<file path="src/rtl/aidc_lite_pkg.sv">
// aidc_lite_pkg: ZRLE block format shared by the AIDC-Lite compressor and decompressor.
// A compressed block is one header word of eight descriptors followed by literal words.
package aidc_lite_pkg;

    localparam int DESC_W          = 8;
    localparam int FIELD_W         = 4;
    localparam int ZRUN_LSB        = 4;
    localparam int LCNT_LSB        = 0;
    localparam int NUM_DESC        = 8;
    localparam int ZRLE_IBUF_DEPTH = 8;
    localparam int ZRLE_OBLK_WORDS = 16;

    typedef enum logic [1:0] {
        ST_IDLE,
        ST_RECV,
        ST_DECODE,
        ST_FIN
    } zrle_state_t;

    typedef struct packed {
        logic [FIELD_W-1:0] zrun;
        logic [FIELD_W-1:0] lcnt;
    } zrle_desc_t;

    // Pull descriptor k out of a header word.
    function automatic zrle_desc_t desc_at(input logic [NUM_DESC*DESC_W-1:0] hdr,
                                           input logic [2:0] k);
        zrle_desc_t        d;
        logic [DESC_W-1:0] b;
        b      = hdr[k*DESC_W +: DESC_W];
        d.zrun = b[ZRUN_LSB +: FIELD_W];
        d.lcnt = b[LCNT_LSB +: FIELD_W];
        return d;
    endfunction

endpackage

</file>
<file path="src/rtl/aidc_lite_decomp_zrle.sv">
// aidc_lite_decomp_zrle: zero-run-length decompressor for one 128B block.
// Buffers the compressed words, then walks the header descriptors emitting one
// output word per cycle (zeros or literals) addressed into the 16-entry decomp buffer.
module aidc_lite_decomp_zrle #(
    parameter int DATA_W     = 64,
    parameter int IBUF_DEPTH = aidc_lite_pkg::ZRLE_IBUF_DEPTH,
    parameter int OBLK_WORDS = aidc_lite_pkg::ZRLE_OBLK_WORDS
) (
    input  logic              clk,
    input  logic              rst_n,
    input  logic              valid_i,
    input  logic              sop_i,
    input  logic              eop_i,
    input  logic [DATA_W-1:0] data_i,
    output logic              valid_o,
    output logic [3:0]        addr_o,
    output logic [DATA_W-1:0] data_o,
    output logic              done_o,
    output logic              fail_o
);
    import aidc_lite_pkg::*;

    zrle_state_t       state;
    logic [DATA_W-1:0] ibuf [IBUF_DEPTH];
    logic [3:0]        wcnt;
    logic [3:0]        lptr;
    logic [3:0]        optr;
    logic [3:0]        zrem;
    logic [3:0]        lrem;
    logic [3:0]        kidx;
    logic              ovf;

    logic              start_blk;
    logic              last_write;
    zrle_desc_t        cur_desc;

    // A sop restarts the block from IDLE or from the middle of a reception.
    assign start_blk  = valid_i && sop_i && (state == ST_IDLE || state == ST_RECV);
    assign last_write = (optr == 4'(OBLK_WORDS - 1));
    assign cur_desc   = desc_at(ibuf[0], kidx[2:0]);

    // Block FSM: receive words, decode one output per cycle, report done/fail.
    always_ff @(posedge clk or negedge rst_n) begin
        if (!rst_n) begin
            state   <= ST_IDLE;
            wcnt    <= '0;
            lptr    <= '0;
            optr    <= '0;
            zrem    <= '0;
            lrem    <= '0;
            kidx    <= '0;
            ovf     <= 1'b0;
            valid_o <= 1'b0;
            addr_o  <= '0;
            data_o  <= '0;
            done_o  <= 1'b0;
            fail_o  <= 1'b0;
            for (int i = 0; i < IBUF_DEPTH; i++) begin
                ibuf[i] <= '0;
            end
        end else begin
            valid_o <= 1'b0;
            if (start_blk) begin
                ibuf[0] <= data_i;
                wcnt    <= 4'd1;
                lptr    <= 4'd1;
                optr    <= '0;
                zrem    <= '0;
                lrem    <= '0;
                kidx    <= '0;
                ovf     <= 1'b0;
                done_o  <= 1'b0;
                fail_o  <= 1'b0;
                state   <= eop_i ? ST_DECODE : ST_RECV;
            end else begin
                case (state)
                    ST_IDLE: begin
                        state <= ST_IDLE;
                    end
                    ST_RECV: begin
                        if (valid_i) begin
                            if (wcnt == 4'(IBUF_DEPTH)) begin
                                ovf <= 1'b1;
                            end else begin
                                ibuf[wcnt[2:0]] <= data_i;
                                wcnt            <= wcnt + 4'd1;
                            end
                            if (eop_i) begin
                                state <= ST_DECODE;
                            end
                        end
                    end
                    ST_DECODE: begin
                        if (ovf) begin
                            done_o <= 1'b1;
                            fail_o <= 1'b1;
                            state  <= ST_IDLE;
                        end else if (zrem != 4'd0) begin
                            zrem    <= zrem - 4'd1;
                            valid_o <= 1'b1;
                            addr_o  <= optr;
                            data_o  <= '0;
                            optr    <= optr + 4'd1;
                            if (last_write) begin
                                state <= ST_FIN;
                            end
                        end else if (lrem != 4'd0) begin
                            if (lptr == wcnt) begin
                                done_o <= 1'b1;
                                fail_o <= 1'b1;
                                state  <= ST_IDLE;
                            end else begin
                                lrem    <= lrem - 4'd1;
                                lptr    <= lptr + 4'd1;
                                valid_o <= 1'b1;
                                addr_o  <= optr;
                                data_o  <= ibuf[lptr[2:0]];
                                optr    <= optr + 4'd1;
                                if (last_write) begin
                                    state <= ST_FIN;
                                end
                            end
                        end else if (kidx == 4'(NUM_DESC)) begin
                            done_o <= 1'b1;
                            fail_o <= 1'b1;
                            state  <= ST_IDLE;
                        end else begin
                            zrem <= cur_desc.zrun;
                            lrem <= cur_desc.lcnt;
                            kidx <= kidx + 4'd1;
                        end
                    end
                    ST_FIN: begin
                        done_o <= 1'b1;
                        fail_o <= (lptr != wcnt);
                        state  <= ST_IDLE;
                    end
                    default: begin
                        state <= ST_IDLE;
                    end
                endcase
            end
        end
    end

endmodule

</file>
<file path="config.mk">
export PLATFORM = sky130hd
export DESIGN_NAME = aidc_lite_decomp_zrle
export DESIGN_NICKNAME = d
export VERILOG_FILES = /design/src/rtl/aidc_lite_pkg.sv /design/src/rtl/aidc_lite_decomp_zrle.sv
export SDC_FILE = /design/constraint.sdc
export NUM_CORES = 1
export LEC_CHECK = 0
export CAP_MARGIN = 10
export CORE_ASPECT_RATIO = 0.7
export CORE_MARGIN = 1.5
export CORE_UTILIZATION = 35
export DETAILED_ROUTE_END_ITERATION = 6
export PLACE_DENSITY = 0.57
export SLEW_MARGIN = 40
export SYNTH_ARGS = -nofsm -noshare
export SYNTH_HDL_FRONTEND = slang
export SYNTH_SLANG_ARGS = --single-unit
</file>
<file path="constraint.sdc">
create_clock -name clk -period 6.5 [get_ports clk]
set_input_delay 0.65 -clock clk [delete_from_list [all_inputs] [get_ports clk]]
set_output_delay 0.65 -clock clk [all_outputs]
set_load 0.02 [all_outputs]
</file>
# --- After elaboration in Yosys (flattened, before gate mapping) ---
# Cells that the tools add are included.
word_totals:
  regBits: 610
  inputBits: 69
op_classes:
  n_addsub: 6
  n_lt_le_gt_ge: 3
  n_eq_ne: 26
  shift: 1
  muxes: 81
  bitwise: 5
  n_reduce_logical: 27
op_table:
  columns: ["op", "count"]
  rows:
  - ["$mux 512", 3]
  - ["$bwmux 512", 1]
  - ["$mux 64", 7]
  - ["$bmux 64 s3", 1]
  - ["$demux 64 s3", 1]
  - ["$mux 4", 38]
  - ["$shiftx 64x7->8", 1]
  - ["$ne 3x3->1 const B", 7]
  - ["$mux 2", 10]
  - ["$reduce_and 5->1", 4]
  - ["$mux 1", 17]
  - ["$add 4x1->4 const B", 4]
  - ["$reduce_and 4->1", 4]
  - ["$eq 4x4->1 const B", 3]
  - ["$ne 2x2->1 const B", 6]
  - ["$reduce_bool 2->1", 6]
  - ["$ne 5x5->1 const B", 2]
  - ["$reduce_and 3->1", 3]
  - ["$ge 4x4->1 const B", 2]
  - ["$not 3->4", 2]
  - ["$reduce_bool 4->1", 2]
  - ["$sub 4x1->4 const B", 2]
  - ["$ne 6x6->1 const B", 1]
  - ["$pmux 2 s3", 1]
  - ["14 further kinds", 21]

# --- Logic depth before layout (Yosys ltp) ---
logic_depth:
  word_depth: 10
  mapped_depth: 10
  ltp_nobuf: 8

# --- Worst setup path after synthesis ---
# OpenSTA, ideal clock, no wires.
synth_path:
  path_kind: "register -> register"
  startpoint: "register wcnt[1]"
  endpoint: "register ibuf[10] (netlist bit)"
  t_arrival_ps: 2281
  path_slack_ps: 4094
  path_stages_with_launch: 10
  path_buffers: 2
  path_cell_list: "dfrtp_1 > buf_6 > inv_1 > ha_1 > and3b_1 > nor2_4 > nand3_2 > nor2_2 > buf_6 > mux2_2"
synth_between:
  elab_chain_len: 6
  elab_cells_between_ends: 10
  cone_classes: "order compare (2); eq/ne (1); mux (3); bitwise (2); reduce/logical (2)"
synth_rtl:
  columns: ["element", "line", "rtl"]
  rows:
  - ["start: declaration", "aidc_lite_decomp_zrle.sv:25", "logic [3:0] wcnt;"]
  - ["start signal: assignment", "aidc_lite_decomp_zrle.sv:86", "wcnt <= wcnt + 4'd1;"]
  - ["$not 3->4 (not written as such)", "aidc_lite_decomp_zrle.sv:85", "ibuf[wcnt[2:0]] <= data_i;"]
  - ["$ge 4x4->1 (not written as such) or $lt 4x1->1 (tied branches)", "aidc_lite_decomp_zrle.sv:85", null]
  - ["$logic_and 1x1->1 (not written as such)", "aidc_lite_decomp_zrle.sv:85", null]
  - ["$mux 64 (not written as such)", "aidc_lite_decomp_zrle.sv:85", null]
  - ["$demux 64 s3", "aidc_lite_decomp_zrle.sv:85", null]
  - ["$bwmux 512", "aidc_lite_decomp_zrle.sv:85", null]
  - ["end signal: indexed assignment", "aidc_lite_decomp_zrle.sv:85", null]
  - ["end: declaration", "aidc_lite_decomp_zrle.sv:24", "logic [DATA_W-1:0] ibuf [IBUF_DEPTH];"]
# Parallel ways exist; a longest one is shown, timed or not.
# A chain may end at the register's enable or synchronous reset.

# --- Worst setup path after layout ---
layout_path:
  startpoint: "register wcnt[1]"
  endpoint: "register ibuf[418] (netlist bit)"
# Same word-level chain as after synthesis.

==> metrics.yaml <==
finalCritPeriodShare: 0.579
boundaryPins: 140
fin_ws_ns: 2.74
synthesis.area_sq_um: 27600
criticalPathCategory: "reg -> reg"
drc: 0
reg2reg_to: "ibuf[418]"
path_common_cell: "buf_4"
area_growth_pct: 16.9
netlist.area_leader.share: 0.554
synth-edff-count: 0
min_from: "data_o[58]"
via_per_inst: 5.31
ir_drop_mv: 0.186
hold_viol: 0
drv_slew: 0
cts_resized: 0
hold_path.class: "reg -> reg"
clock_latency_ns: 0.59
finalSetupTns_ns: 0
fp.dieH_microns: 238
ys_seq_elements: 610
synthTopCellsByArea: "dfrtp_1, mux2_2, mux4_2"
synth_top_area_cell: "dfrtp_1"
slew_headroom: 0.458
crit_slowest_cell: "dfrtp_1"
drtPass1Iterations: 5
finalClockSkew_ns: 0.0212
path_cells: "inv_1 -> ha_1 -> and3b_1 -> nor2_4 -> nand3_2 -> nor3_4 -> buf_4 -> buf_4 -> mux2_2"
avgSynthCellArea_sq_um: 15.6
tightest_slew_ns: 0.812
rows: 85
nets: 1970
cts-root-buf: "clkbuf_16"
grt_start_max_net_pins: 153
pre_cts_slack_ns: 2.64
die_x_microns: 338
wl_per_cell_microns: 23.6
path_max_fanout: 33
portBuffers: 139
multi_input_area_sq_um: 11600
finalSetupViolCount: 0
reg2reg_from: "wcnt[1]"
layout.area.seq_sq_um: 15300
critPathMaxStageDelay_ns: 0.69
yosysSeqAreaShare: 0.554
syn_inst: 1768
clockBufferDepth: 3
hold-path-endpoint: "data_o[58]"
place.gp.congestion: 0.776
whs_path_depth: 2
grt_pass1_wl_mm: 109
drt_wl_total_mm: 70.2
critical_path_arrival_ns: 4.22
yosysUniqueCellTypes: 54
cts-buffers-inserted: 66
end_kind: "flip-flop"
ys_warn_count: 0
ff2ff_path_depth: 9
period_minus_slack_ns: 3.76
p_leak_nw: 14.5
core_sq_um: 77400
cts.sinks: 610
rsz0062_at_grt: "no"
power_density_nw_per_um2: 391
status: "finished, final reports clean"
cts_tree: "built"
grt_use_total: 0.179
syn_nets: 1849
num_vias: 15800
maxCapViolCount: 0
die_area_sq_um: 80400
holdWs_ns: 0.477
drt_iter0_markers: 1048
place_hpwl_mm: 43.6
layout-drive-gt1-share: 0.415
synth_flop_cell: "dfrtp_1"
ant_nets: 0
worstPathRequired_ns: 6.96
clkSlewWorstSetupHoldPaths_ns: 0.06
start_util: 0.356
overflow: 0
cts-htree-levels: 3
rrSetupSlack_ns: 2.74
max_freq_mhz: 266
worstSetupStartpointType: "flip-flop"
grt_pass1_vias: 16700
synth-async-reset-ratio: 1.00
antenna_found_initial: 5
fillers: 7022
what timing repair did:
item,CTS,global route
buffers inserted,0,0
hold endpoints to repair,43,0
hold buffers,1,0
metrics by stage:
step	std cells	cell area, sq um	power [W]	utilization
5_1_grt	2976	32200	0.0133	0.416
4_1_cts	2974	32200	0.0128	0.415
2_1_floorplan	1768	27600	0.00751	-
3_3_place_gp	2856	29900	0.00886	0.386
6_report	2977	32200	0.0126	0.416
3_5_place_dp	2862	30100	0.00903	0.388
worst max-delay path, delay by kind of cell, from the launching register on:
kind	cells	cell delay (ns)
buffers and inverters	3	1.41
AND/OR/NAND/NOR	4	0.85
flip-flops	1	0.69
multiplexers	1	0.41
adder cells (fa/ha/maj)	1	0.24
cell usage in the layout, fill, tap and decap left out, types with 3 or more instances in the layout:
cell	netlist	final
clkbuf_1	44	22
mux2i_1	70	70
o31ai_1	69	69
bufinv_16	0	3
xor2_1	6	6
ha_1	12	12
nand2_1	100	99
buf_6	15	5
mux4_2	144	144
a21oi_1	18	18
nand3_1	10	8
nand4_1	4	4
clkinv_2	0	4
nor3_1	4	4
buf_4	9	19
dfrtp_1	610	605
clkdlybuf4s50_1	0	138
buf_16	0	5
xnor2_1	8	8
inv_6	0	3
dfrtp_4	0	3
nor2_1	15	15
clkbuf_8	0	10
o21ai_0	5	5
mux2_1	9	9
inv_1	12	12
buf_12	0	6
mux2_2	506	506
clkbuf_16	0	69
area by class of cell:
| class | count | area share |
|---|---|---|
| Sequential cell | 610 | 0.474 |
| Multi-Input combinational cell | 1022 | 0.361 |
| Clock buffer | 100 | 0.0600 |
| Timing Repair Buffer | 176 | 0.0583 |
| Tap cell | 1044 | 0.0405 |
| Clock inverter | 11 | 0.00447 |
| Inverter | 13 | 0.00151 |
| Antenna cell | 1 | 0.0000777 |
layer usage:
layer,wire length [microns],global-route usage,part of all wire
met1,34900,0.273,0.50
met2,30800,0.261,0.44
met3,3380,0.0357,0.048
met4,1130,0.0372,0.016
met5,8,0,0.00011
sequential cells by signal, summed over array words and instances, names as in the netlist:
name and flops:
optr 4, ibuf 512, kidx 4, addr_o 4, ovf 1, state 2, data_o 64, done_o 1
zrem 4, lrem 4, fail_o 1, valid_o 1, lptr 4, wcnt 4
cells in the mapped netlist, drive strengths merged, types with 2 or more instances:
cell type,instances
dfrtp,610
mux2,515
mux4,144
nand2,100
buf,79
mux2i,70
o31ai,69
clkbuf,44
a21oi,20
nor2,17
inv,13
ha,12
nand3,11
xnor2,8
xor2,8
nor3,6
o21ai,6
nand4,4
nor3b,3
a211oi,2
nand2b,2
nor2b,2
nor4,2
o2111ai,2
o211ai,2
o21a,2
report_power, final:
group	total (W)	internal, W	switching (W)
Combinational	0.00370	0.00183	0.00186
Sequential	0.00523	0.00451	0.000716
Clock	0.00367	0.00217	0.00151
cells by family (layout without fill, tap and decap cells):
kind of cell             after synthesis  after routing  synth area share
AO/OA/AOI/OAI                        115            115            0.0306
flip-flops                           610            610             0.554
adder cells (fa/ha/maj)               12             12           0.00545
AND/OR/NAND/NOR                      150            150            0.0246
XOR/XNOR                              16             16           0.00563
buffers and inverters                136            300            0.0261
multiplexers                         729            729             0.354
other                                  0              1                 0
how the worst max path moves through the flow:
stage	startpoint	endpoint	slack, ns	depth (start not counted)
3_5_place_dp	valid_i	ibuf[92]	2.64	7
5_1_grt	wcnt[1]	ibuf[418]	2.55	9
2_1_floorplan	wcnt[1]	ibuf[10]	4.09	9
6_report	wcnt[1]	ibuf[418]	2.74	9
3_3_place_gp	valid_i	ibuf[100]	2.68	7
4_1_cts	wcnt[1]	ibuf[422]	2.74	9
No activity file was read; power rests on OpenSTA's default activity.
